File: src/rtl/mode1_max_reduce.sv
// Streaming max-reduction over 4-lane fp beats: a 3-stage compare pipeline feeds a
// running-max register, and the final max is presented on a valid/ready output.
module mode1_max_reduce #(
  parameter int LEN_W     = 8,
  parameter int EXPONENT  = 5,
  parameter int MANTISSA  = 10,
  parameter int DATAWIDTH = EXPONENT + MANTISSA + 1,
  parameter logic [DATAWIDTH-1:0] NEG_INF = 16'hFC00
) (
  input  logic                 clk,
  input  logic                 resetn,
  input  logic                 start,
  input  logic [LEN_W-1:0]     vec_len,
  input  logic                 inp_valid,
  output logic                 inp_ready,
  input  logic [DATAWIDTH-1:0] a_inp0,
  input  logic [DATAWIDTH-1:0] a_inp1,
  input  logic [DATAWIDTH-1:0] a_inp2,
  input  logic [DATAWIDTH-1:0] a_inp3,
  output logic [DATAWIDTH-1:0] max_outp,
  output logic                 max_valid,
  input  logic                 max_ready
);

  typedef enum logic [1:0] {IDLE, ACCUM, DRAIN, HOLD} state_t;

  // Sign-magnitude "a > b" for non-NaN values; +0 and -0 compare equal.
  function automatic logic fp_agtb(input logic [DATAWIDTH-1:0] a, input logic [DATAWIDTH-1:0] b);
    logic [DATAWIDTH-2:0] mag_a;
    logic [DATAWIDTH-2:0] mag_b;
    mag_a = a[DATAWIDTH-2:0];
    mag_b = b[DATAWIDTH-2:0];
    if (mag_a == '0 && mag_b == '0) return 1'b0;
    if (a[DATAWIDTH-1] != b[DATAWIDTH-1]) return b[DATAWIDTH-1];
    if (!a[DATAWIDTH-1]) return mag_a > mag_b;
    return mag_a < mag_b;
  endfunction

  state_t               state_reg;
  logic [LEN_W-1:0]     cnt_reg;
  logic                 inp_ready_reg;
  logic                 max_valid_reg;
  logic [DATAWIDTH-1:0] max_outp_reg;
  logic [DATAWIDTH-1:0] run_max_reg;
  logic                 s1_valid_reg;
  logic                 s2_valid_reg;
  logic [DATAWIDTH-1:0] s1_max_reg [2];
  logic [DATAWIDTH-1:0] s2_max_reg;
  logic [DATAWIDTH-1:0] lanes [4];
  logic                 accept;

  assign lanes[0] = a_inp0;
  assign lanes[1] = a_inp1;
  assign lanes[2] = a_inp2;
  assign lanes[3] = a_inp3;
  assign accept   = inp_valid & inp_ready_reg;

  assign inp_ready = inp_ready_reg;
  assign max_valid = max_valid_reg;
  assign max_outp  = max_outp_reg;

  // S1: pairwise max; a tie keeps the lower-index lane.
  generate
    for (genvar gi = 0; gi < 2; gi++) begin : g_pair
      always_ff @(posedge clk or negedge resetn) begin
        if (!resetn) begin
          s1_max_reg[gi] <= NEG_INF;
        end else if (accept) begin
          s1_max_reg[gi] <= fp_agtb(lanes[2*gi+1], lanes[2*gi]) ? lanes[2*gi+1] : lanes[2*gi];
        end
      end
    end
  endgenerate

  // S2: beat max
  always_ff @(posedge clk or negedge resetn) begin
    if (!resetn) begin
      s2_max_reg <= NEG_INF;
    end else if (s1_valid_reg) begin
      s2_max_reg <= fp_agtb(s1_max_reg[1], s1_max_reg[0]) ? s1_max_reg[1] : s1_max_reg[0];
    end
  end

  always_ff @(posedge clk or negedge resetn) begin
    if (!resetn) begin
      state_reg     <= IDLE;
      cnt_reg       <= '0;
      inp_ready_reg <= 1'b0;
      max_valid_reg <= 1'b0;
      max_outp_reg  <= NEG_INF;
      run_max_reg   <= NEG_INF;
      s1_valid_reg  <= 1'b0;
      s2_valid_reg  <= 1'b0;
    end else begin
      s1_valid_reg <= accept;
      s2_valid_reg <= s1_valid_reg;
      // S3: the running max only moves on a strictly greater beat max.
      if (s2_valid_reg && fp_agtb(s2_max_reg, run_max_reg)) begin
        run_max_reg <= s2_max_reg;
      end
      case (state_reg)
        IDLE: begin
          if (start) begin
            if (vec_len != '0) begin
              state_reg     <= ACCUM;
              run_max_reg   <= NEG_INF;
              cnt_reg       <= vec_len;
              inp_ready_reg <= 1'b1;
            end else begin
              state_reg     <= HOLD;
              max_outp_reg  <= NEG_INF;
              max_valid_reg <= 1'b1;
            end
          end
        end
        ACCUM: begin
          if (accept) begin
            cnt_reg <= cnt_reg - LEN_W'(1);
            if (cnt_reg == LEN_W'(1)) begin
              state_reg     <= DRAIN;
              inp_ready_reg <= 1'b0;
            end
          end
        end
        DRAIN: begin
          if (!s1_valid_reg && !s2_valid_reg) begin
            state_reg     <= HOLD;
            max_outp_reg  <= run_max_reg;
            max_valid_reg <= 1'b1;
          end
        end
        HOLD: begin
          if (max_ready) begin
            state_reg     <= IDLE;
            max_valid_reg <= 1'b0;
          end
        end
        default: state_reg <= IDLE;
      endcase
    end
  end

endmodule
File: config.mk
export PLATFORM = sky130hd
export DESIGN_NAME = mode1_max_reduce
export DESIGN_NICKNAME = d
export VERILOG_FILES = /design/src/rtl/mode1_max_reduce.sv
export SDC_FILE = /design/constraint.sdc
export NUM_CORES = 1
export LEC_CHECK = 0
export CORE_UTILIZATION = 25
export CTS_BUF_LIST = sky130_fd_sc_hd__clkbuf_8 sky130_fd_sc_hd__clkbuf_16
export DETAILED_ROUTE_END_ITERATION = 7
export PLACE_DENSITY = 0.39
export SKIP_LAST_GASP = 1
export SYNTH_ARGS = -nofsm -noshare
export SYNTH_HDL_FRONTEND = slang
export SYNTH_SLANG_ARGS = --single-unit
export TNS_END_PERCENT = 20
File: constraint.sdc
create_clock -name clk -period 3.1 [get_ports clk]
set_clock_uncertainty 0.1 [all_clocks]
set_input_delay 0.93 -clock clk [delete_from_list [all_inputs] [get_ports clk]]
set_output_delay 0.93 -clock clk [all_outputs]
set_load 0.1 [all_outputs]
==> results.json, run 1 <==
{
  "top_usage_layer": "met2",
  "place_hpwl_um": 18600,
  "cpPeakStageDelay_ps": 510,
  "grt_pass1_vias": 7196,
  "cts_hold_repair.buffers": 0,
  "tritoncts": "built",
  "setup.worst_path.end_class": "flop",
  "clock-root-buffer": "clkbuf_16",
  "p_sw_frac": 0.4695,
  "critPathKind": "in -> reg",
  "area_delta_synth_final_pct": 36.05,
  "antenna_found_initial": 0,
  "period_needed_ps": 3073,
  "rows": 62,
  "die_w_um": 174.7,
  "syn-num-nets": 976,
  "crit_top_cell": "buf_4",
  "critPathSlowestCell": "or4b_1",
  "largest_register_ff_count": 32,
  "seq_power_share": 0.306,
  "reg2reg_depth": 9,
  "setup_viol": 0,
  "worstPathArrival_ps": 3270,
  "syn_inst": 833,
  "synthTopCellsByCount": "inv_1 (73), nand3_1 (68), ha_1 (66), dfrtp_1 (64), a21oi_1 (57)",
  "clockBufferDepth": 2,
  "drt-total-wl_um": 24480,
  "holdWs_ps": 305.2,
  "dp_worst_setup_slack_ps": -607.9,
  "grt_max_degree": 65,
  "yosys-top-cells-area": "dfrtp_1 (21%), ha_1 (11%), dfstp_2 (11%)",
  "nets": 1145,
  "max_clock_freq_mhz": 325.4,
  "yosysUniqueCellTypes": 65,
  "synth_seq_cells": 94,
  "h-tree-depth": 3,
  "final_max_slew_viol_count": 0,
  "powerDensity_mw_per_mm2": 678.1,
  "hp-class": "in -> async",
  "combPwrFrac": 0.532,
  "crit_path_start_kind": "primary input",
  "drc": 0,
  "start_util": 0.2571,
  "synthMostInstantiatedCell": "inv_1",
  "routedWlPerCell_um": 17.60,
  "dieHeight_um": 174.7,
  "antenna_left": 0,
  "finalSetupTns_ps": 0,
  "p_switching_w": 0.003231,
  "use_met3": 0.01588,
  "peakVddDrop_mv": 0.2661,
  "vias_per_cell": 5.047,
  "yosys.area.top_type": "dfrtp_1",
  "use_met1": 0.2294,
  "numCtsBuffers": 9,
  "use_met2": 0.2604,
  "first_pass_iters": 4,
  "dp.cells": 1366,
  "vias": 7021,
  "die_area_mm2": 0.03053,
  "worstPathRequired_ps": 3300,
  "yosys_warnings": 0,
  "maxCapViolations": 0,
  "synth_top_area_share": 0.2147,
  "gp_routability_congestion": 0.7825,
  "grt_pass1_wl_um": 39810,
  "avgSynthCellArea_um2": 8.955,
  "worst_slew_pin_slew_ps": 789.4,
  "cts.sinks": 94,
  "fin_area_mm2": 0.01015,
  "synth_ff_type": "dfrtp_1",
  "crit_chain": "clkdlybuf4s50_1, inv_1, ha_4, nand4_1, buf_4, nor4_4, buf_4, buf_4, or4b_1, mux2i_2, a311o_1",
  "ios": 95,
  "place_area_mm2": 0.009473,
  "layout-drive-gt1-share": 0.2701,
  "period_share": 0.9913,
  "clkTransAtPathRegs_ps": 80,
  "core_mm2": 0.02901,
  "clk_latency_ps": 360,
  "grt_overflow": 0,
  "hold_violations": 0,
  "setup_ws_ps": 26.83,
  "synth-edff-count": 0,
  "ys_async_sr_fraction": 1.000,
  "num_antenna_cells": 0,
  "cp_max_fo": 10,
  "p_clk_frac": 0.162,
  "fin_cells": 1391,
  "status": "finished clean",
  "internal-power_w": 0.003651,
  "netlist_area_mm2": 0.007460,
  "drt_iter0_drc": 407,
  "relSlewSlack": 0.4726,
  "p_leak_nw": 4.318,
  "io_buffers": 94,
  "rsz0062_at_grt": "true",
  "track_usage": 0.1620,
  "fill_cells": 3044,
  "synth_seq_area_share": 0.3204
}
-- placed cells by master (no fill, tap or decap), types with 11 or more instances in the layout --
master / Yosys / final
and3_1: 17 / 15
nand3_1: 68 / 68
buf_4: 3 / 127
or4b_1: 15 / 15
dfstp_2: 30 / 30
dfrtp_1: 64 / 64
and2_1: 15 / 15
nor4_1: 30 / 30
clkdlybuf4s50_1: 0 / 67
inv_1: 73 / 70
a21oi_1: 57 / 50
mux2i_1: 32 / 28
nand4_1: 33 / 33
nor2_1: 42 / 41
o21ai_0: 40 / 39
ha_4: 0 / 13
a311o_1: 30 / 30
o31ai_2: 11 / 11
or4b_2: 13 / 13
nand2_1: 40 / 40
ha_1: 66 / 53
-- layout make-up --
cell class | instances | area [um^2] | area share
clock buffer | 9 | 225.2 | 0.02219
clock inverter | 7 | 57.56 | 0.005671
inverter | 76 | 285.3 | 0.02811
multi-input combinational | 610 | 4808 | 0.4738
sequential | 94 | 2390 | 0.2355
tap | 384 | 480.5 | 0.04734
timing repair buffer | 211 | 1902 | 0.1874
-- routing by layer --
metal | up-vias | share of wire
met3 | 18 | 0.023
met5 | - | 0
met2 | 110 | 0.46
li1 | 3517 | -
met4 | 0 | 0.014
met1 | 3376 | 0.51
-- worst paths after layout --
path                       slack [ps]              to       startpoint
max                                30   s1_max_reg[2]       a_inp2[10]
min                               310    state_reg[1]           resetn
max reg2reg                       240  run_max_reg[4]  run_max_reg[10]
min reg2reg                       370     max_outp[8]      max_outp[8]
max in group asynchronous        1960  s1_max_reg[27]           resetn
min in group clk                  370     max_outp[8]      max_outp[8]
-- power groups by stage --
| stage | registers, W | logic, W | clock network (W) |
|---|---|---|---|
| finish | 0.00211 | 0.00366 | 0.00111 |
| global route | 0.00218 | 0.00408 | 0.00119 |
| CTS | 0.00212 | 0.00365 | 0.00115 |
| detailed placement | 0.00214 | 0.00361 | 0 |
| global placement | 0.00214 | 0.00359 | 0 |
| floorplan | 0.00264 | 0.00191 | 0 |
-- critical path, delay by kind of cell --
kind / cells / cell delay, ps
mux: 1 / 230
simple gates: 3 / 680
compound gates: 1 / 150
fa+ha+maj: 1 / 250
buf+inv: 5 / 1030
-- cells by family after synthesis --
group / after synthesis / synth area share
muxes: 32 / 0.04294
AOI/OAI and AO/OA: 202 / 0.2085
adders and majority gates: 66 / 0.1107
buffers and inverters: 130 / 0.07397
DFF: 94 / 0.3204
and+or+nand+nor: 309 / 0.2435
-- stage by stage --
step | utilization | total power (W)
after floorplan | - | 0.004546
after global placement | 0.3265 | 0.005734
after detailed placement | 0.3265 | 0.005749
after CTS | 0.3403 | 0.006914
after global routing | 0.3498 | 0.007442
final | 0.3498 | 0.006882
-- what timing repair did --
| action | CTS | global route |
|---|---|---|
| gates resized for setup | 16 | 33 |
| hold endpoints to repair | 0 | 0 |
| pin swaps | 10 | 30 |
| setup buffers | 2 | 5 |
| endpoints found under the setup margin | 30 | 36 |
| cloned | 0 | 2 |
(Power assumes the default switching activity.)
==> run 2: changes to the inputs <==
--- a/config.mk
+++ b/config.mk
@@ -5,9 +5,11 @@
 export SDC_FILE = /design/constraint.sdc
 export NUM_CORES = 1
 export LEC_CHECK = 0
+export CORE_ASPECT_RATIO = 1.2
 export CORE_UTILIZATION = 25
 export CTS_BUF_LIST = sky130_fd_sc_hd__clkbuf_8 sky130_fd_sc_hd__clkbuf_16
 export DETAILED_ROUTE_END_ITERATION = 7
+export HOLD_SLACK_MARGIN = 0.12
 export PLACE_DENSITY = 0.39
 export SKIP_LAST_GASP = 1
 export SYNTH_ARGS = -nofsm -noshare
==> run 2 against run 1 <==
  * Total power increased by 0.21%
  * Wire length decreased by 1.6%
  * Largest power group unchanged
  * Sequential power about the same
  * Core utilization decreased by 0.56 points
  * Register-to-register slack improved by 160 ps
  * Via count decreased by 1.3%
  * Non-clock buffer count decreased by 7
  * Critical path depth decreased by 1
  * Count of clock-buffer cells in the layout increased by 1
  * Global-route usage decreased by 0.10 points
==> results.json, run 2 (synthesis results as in run 1) <==
{
  "clk_latency_ps": 350,
  "area_delta_synth_final_pct": 33.85,
  "ios": 95,
  "first_pass_iters": 6,
  "tritoncts": "built",
  "gp_routability_congestion": 0.7883,
  "crit_chain": "clkdlybuf4s50_1, inv_1, ha_4, nand4_1, nor2_2, o31ai_4, a211oi_4, buf_6, o22ai_4, a311o_1",
  "grt_max_degree": 50,
  "worst_slew_pin_slew_ps": 698.8,
  "nets": 1138,
  "drt_iter0_drc": 327,
  "layout_common_cells": "buf_4 (121), inv_1 (73), clkdlybuf4s50_1 (72), nand3_1 (68), dfrtp_1 (64)",
  "p_leak_nw": 4.271,
  "numCtsBuffers": 9,
  "maxCapViolations": 0,
  "clockBufferDepth": 2,
  "worstPathRequired_ps": 3270,
  "antenna_found_initial": 0,
  "h-tree-depth": 3,
  "cts.sinks": 94,
  "cts_hold_repair.buffers": 0,
  "cp_max_fo": 7,
  "crit_family": "compound AO/OA/AOI/OAI gates",
  "vias": 6928,
  "num_antenna_cells": 0,
  "holdWs_ps": 360.1,
  "drc": 0,
  "setup.worst_path.end_class": "flop",
  "peakVddDrop_mv": 0.5975,
  "die_area_mm2": 0.03054,
  "power_w": 0.006896,
  "rows": 68,
  "largest_register_ff_count": 32,
  "layout-drive-gt1-share": 0.2490,
  "crit_path_start_kind": "primary input",
  "max_clock_freq_mhz": 325.5,
  "drt-total-wl_um": 24090,
  "die_w_um": 159.7,
  "critPathSlowestCell": "clkdlybuf4s50_1",
  "grt_pass1_vias": 7193,
  "place_hpwl_um": 18640,
  "worstPathArrival_ps": 3240,
  "clock-root-buffer": "clkbuf_16",
  "rsz0062_at_grt": "true",
  "dieHeight_um": 191.2,
  "vias_per_cell": 5.002,
  "final_max_slew_viol_count": 0,
  "relSlewSlack": 0.5341,
  "start_util": 0.2571,
  "fin_area_mm2": 0.009985,
  "cpPeakStageDelay_ps": 500,
  "critPathKind": "in -> reg",
  "period_needed_ps": 3072,
  "fill_cells": 3030,
  "io_buffers": 94,
  "critPathBufInv": 3,
  "antenna_left": 0,
  "period_share": 0.9910,
  "grt_overflow": 0,
  "setup_viol": 0,
  "core_mm2": 0.02901,
  "status": "finished clean",
  "final_util": 0.3441,
  "place_area_mm2": 0.009454,
  "routedWlPerCell_um": 17.39,
  "layout_commonest_cell": "buf_4",
  "hp-class": "reg -> reg",
  "clkTransAtPathRegs_ps": 70,
  "powerDensity_mw_per_mm2": 690.7,
  "hold_violations": 0,
  "track_usage": 0.1609,
  "grt_pass1_wl_um": 39360
}
-- run 2: path summary, 6_finish.rpt --
path,start,to,slack [ps],depth (start not counted)
min reg2reg,s1_valid_reg,s2_valid_reg,360,0
min in group asynchronous,resetn,s1_max_reg[4],400,1
min,s1_valid_reg,s2_valid_reg,360,0
max,a_inp2[10],s1_max_reg[11],30,10
max reg2reg,s1_max_reg[29],s2_max_reg[3],400,9
max in group asynchronous,resetn,s1_max_reg[31],1820,2
-- run 2: power breakdown --
group | internal [W] | total [W] | leakage [nW] | switching (W)
Combinational | 0.00129 | 0.00353 | 3.00 | 0.00224
Clock | 0.000736 | 0.00126 | 0.156 | 0.000524
Sequential | 0.00171 | 0.00211 | 1.11 | 0.000399
Total | 0.00374 | 0.00690 | 4.27 | 0.00316
-- run 2: layer usage --
| layer | up-vias | share of wire | GRT usage |
|---|---|---|---|
| li1 | 3493 | - | - |
| met1 | 3303 | 0.47 | 0.2072 |
| met2 | 116 | 0.50 | 0.2872 |
| met3 | 16 | 0.021 | 0.01280 |
| met4 | 0 | 0.012 | 0.04401 |
| met5 | - | 0 | 0 |
-- run 2: worst register-to-register path, stage by stage (launching register included) --
cell and delay, ps:
dfstp_2 530, inv_1 100, ha_1 350, nand4_1 170, or4_1 550, buf_4 210, nand4_1 110, a21oi_1 60
a221oi_1 270, o31ai_1 120
-- run 2: final cells by class --
type	instances	area, um^2	share of cell area
flip-flops and latches	94	2390	0.2393
clock buffers	10	239.0	0.02393
clock inverters	6	92.59	0.009273
multi-input cells	610	4687	0.4694
inverters	76	285.3	0.02857
repair buffers	204	1809	0.1812
well taps	385	481.7	0.04825
-- run 2: metrics by stage --
stage	setup slack, ps	std cells	setup TNS (ps)
after global placement	-506.5	1366	-14710
after floorplan	265.1	833	0
after CTS	-24.09	1383	-172.1
final	27.97	1385	0
after global routing	-56.38	1385	-781.0
after detailed placement	-488.3	1366	-14340
-- run 2: repair_timing --
item | CTS | global route
resized for setup | 2 | 28
setup buffers | 1 | 1
setup endpoints to repair | 30 | 30
pin swaps | 1 | 16
cloned | 0 | 1
==> run 3: changes to the inputs <==
--- a/config.mk
+++ b/config.mk
@@ -5,12 +5,13 @@
 export SDC_FILE = /design/constraint.sdc
 export NUM_CORES = 1
 export LEC_CHECK = 0
+export ABC_AREA = 1
 export CORE_ASPECT_RATIO = 1.2
 export CORE_UTILIZATION = 25
 export CTS_BUF_LIST = sky130_fd_sc_hd__clkbuf_8 sky130_fd_sc_hd__clkbuf_16
 export DETAILED_ROUTE_END_ITERATION = 7
 export HOLD_SLACK_MARGIN = 0.12
-export PLACE_DENSITY = 0.39
+export PLACE_DENSITY = 0.4
 export SKIP_LAST_GASP = 1
 export SYNTH_ARGS = -nofsm -noshare
 export SYNTH_HDL_FRONTEND = slang
==> run 3 against run 2 <==
  * Register-to-register slack improved by 250 ps
  * Sequential share of layout area grew 3.0 points
  * Total power is 23% higher
  * Critical endpoint is now s1_max_reg[2]
  * Design area decreased by 11%
  * Global-route usage is 2.7 points lower
  * Hold slack better by 6.7 ps
  * Non-clock buffer count shrank 71
  * Clock power rose by 3%
  * Synthesized cell count rose by 19%
  * Count of clock-buffer cells in the layout did not move
  * Core utilization fell by 2.0 points
  * Largest power group unchanged
==> results.json, run 3 <==
{
  "h-tree-depth": 3,
  "cts_hold_repair.buffers": 0,
  "yosysUniqueCellTypes": 34,
  "seq_power_share": 0.285,
  "drt_iter0_drc": 244,
  "io_buffers": 94,
  "antenna_left": 0,
  "ff2ff_setup_slack_ps": 650,
  "dp_worst_setup_slack_ps": -54.47,
  "netlist_area_mm2": 0.007010,
  "synth_ff_type": "dfrtp_1",
  "fill_cells": 3039,
  "top_usage_layer": "met2",
  "period_needed_ps": 2764,
  "die_w_um": 154.9,
  "synth_seq_area_share": 0.3409,
  "critPathKind": "in -> reg",
  "rsz0062_at_grt": "false",
  "min_path_cells": 2,
  "p_clk_frac": 0.154,
  "vias_per_cell": 4.183,
  "synth_seq_cells": 94,
  "track_usage": 0.1343,
  "place_hpwl_um": 14710,
  "routedWlPerCell_um": 12.09,
  "worstHoldEndpoint": "s1_max_reg[29]",
  "crit_top_cell": "nand2_1",
  "cp_max_fo": 16,
  "p_switching_w": 0.004149,
  "reg2reg_depth": 13,
  "grt_pass1_wl_um": 31020,
  "hp-class": "reg -> reg",
  "hp-start": "s1_max_reg[29]",
  "synthTopCellsByCount": "nand2_1 (281), inv_1 (173), nand3_1 (136), ha_1 (66), dfrtp_1 (64)",
  "use_met1": 0.1687,
  "final_max_slew_viol_count": 0,
  "syn-num-nets": 1134,
  "internal-power_w": 0.004300,
  "cts.sinks": 94,
  "layout_commonest_cell": "nand2_1",
  "regArea_mm2": 0.002390,
  "die_area_mm2": 0.02872,
  "yosys-top-cells-area": "dfrtp_1 (23%), nand2_1 (15%), ha_1 (12%)",
  "drt-total-wl_um": 17970,
  "synth_top_area_share": 0.2284,
  "start_util": 0.2565,
  "core_mm2": 0.02733,
  "drc": 0,
  "yosys.area.top_type": "dfrtp_1",
  "worst_slew_pin_slew_ps": 555.9,
  "synthMostInstantiatedCell": "nand2_1",
  "gp_routability_congestion": 0.8169,
  "avgSynthCellArea_um2": 7.074,
  "syn_inst": 991,
  "combPwrFrac": 0.561,
  "use_met2": 0.2344,
  "reg2reg_to": "s2_max_reg[12]",
  "power_w": 0.008450,
  "multiInputGateArea_mm2": 0.003762,
  "num_antenna_cells": 0,
  "first_pass_iters": 4,
  "maxCapViolations": 0,
  "yosys_warnings": 0,
  "cp-startpoint": "a_inp2[14]",
  "ys_async_sr_fraction": 1.000,
  "cts_resized": 0,
  "vias": 6216,
  "dieHeight_um": 185.4,
  "p_sw_frac": 0.4911,
  "clock-root-buffer": "clkbuf_16",
  "area_delta_synth_final_pct": 26.45,
  "postCtsSetupBuffers": 0,
  "worstPathRequired_ps": 3240,
  "crit_chain": "clkdlybuf4s50_1, inv_1, ha_1, nand2_2, inv_1, nand2_1, nand2_1, a21oi_1, nand2_2, nand2_2, nand2_4, nand2_4, nand2_1, nand3_1, nand2_1",
  "grt_pass1_vias": 6409,
  "dp.cells": 1470,
  "numCtsBuffers": 9,
  "p_leak_nw": 4.588,
  "clockBufferDepth": 2,
  "antenna_found_initial": 0,
  "fin_cells": 1486,
  "synth-edff-count": 0,
  "rr_startpoint": "s1_max_reg[30]",
  "period_share": 0.8917,
  "powerDensity_mw_per_mm2": 953.2,
  "status": "finished clean",
  "use_met3": 0.01965,
  "rows": 66,
  "crit_path_start_kind": "primary input",
  "setup.worst_path.end_class": "flop",
  "ios": 95,
  "largest_register_ff_count": 32,
  "setup_viol": 0,
  "clk_latency_ps": 350,
  "peakVddDrop_mv": 0.3951,
  "relSlewSlack": 0.6294,
  "layout_common_cells": "nand2_1 (281), inv_1 (173), nand3_1 (136), clkdlybuf4s50_1 (75), ha_1 (66)",
  "tritoncts": "built",
  "clkTransAtPathRegs_ps": 70,
  "grt_overflow": 0,
  "cpPeakStageDelay_ps": 460,
  "grt_max_degree": 95,
  "nets": 1250,
  "layout-drive-gt1-share": 0.1259,
  "max_clock_freq_mhz": 361.8,
  "hold_violations": 0,
  "setup_ws_ps": 335.8,
  "worstPathArrival_ps": 2910,
  "critPathSlowestCell": "clkdlybuf4s50_1"
}
[run 3: cell count changes after synthesis, sizes merged, moves of 17 or more]
cell and delta:
a311o -30, clkbuf -29, inv +101, mux2i -29, nand2 +254, nand3 +69, nor2 +25, nor4 -31
o31ai -17, or4b -28
[run 3: logic make-up after synthesis]
group | Yosys count | synth area share
XOR/XNOR | 5 | 0.006248
flip-flops | 94 | 0.3409
buffers and inverters | 204 | 0.1224
adder cells (fa/ha/maj) | 66 | 0.1178
AND/OR/NAND/NOR | 540 | 0.3421
AO/OA/AOI/OAI | 79 | 0.06622
multiplexers | 3 | 0.004284
[run 3: power by group through the flow]
stage	logic [W]	registers (W)	clock network [W]
3_5_place_dp	0.00481	0.00244	0
5_1_grt	0.00542	0.00251	0.00141
6_report	0.00474	0.00241	0.00130
3_3_place_gp	0.00479	0.00243	0
4_1_cts	0.00483	0.00242	0.00135
2_1_floorplan	0.00302	0.00308	0
[run 3: cell type report]
cell class                 count  area share
tap                          374     0.05279
timing repair buffer         133      0.1395
multi-input combinational    693      0.4244
clock inverter                 6     0.01228
inverter                     176     0.07452
sequential                    94      0.2696
clock buffer                  10     0.02696
[run 3: critical path: cells and delay by family]
kind | cells | cell delay, ps
and+or+nand+nor | 10 | 910
AOI/OAI and AO/OA | 1 | 210
adders and majority gates | 1 | 310
buffers and inverters | 3 | 550
[run 3: how the worst max path moves through the flow]
| stage | endpoint | cells past startpoint |
|---|---|---|
| finish | s1_max_reg[2] | 15 |
| global route | s1_max_reg[7] | 15 |
| CTS | s1_max_reg[2] | 13 |
| detailed placement | s1_max_reg[2] | 15 |
| global placement | s1_max_reg[5] | 13 |
| floorplan | s1_max_reg[0] | 13 |
[run 3: per-stage QoR]
stage	cell area [um^2]	hold WS [ps]	utilization	TNS (ps)
floorplan	7010	251.9	-	0
global placement	8517	358.6	0.3116	-233.1
detailed placement	8517	356.0	0.3116	-431.1
CTS	8865	368.7	0.3243	0
global route	8865	400.2	0.3243	0
finish	8865	366.8	0.3243	0
[run 3: per-layer routing]
layer | up-vias | routed length, um
met2 | 100 | 8634
met3 | 20 | 486
li1 | 3383 | -
met4 | 0 | 352
met1 | 2713 | 8493
met5 | - | 0
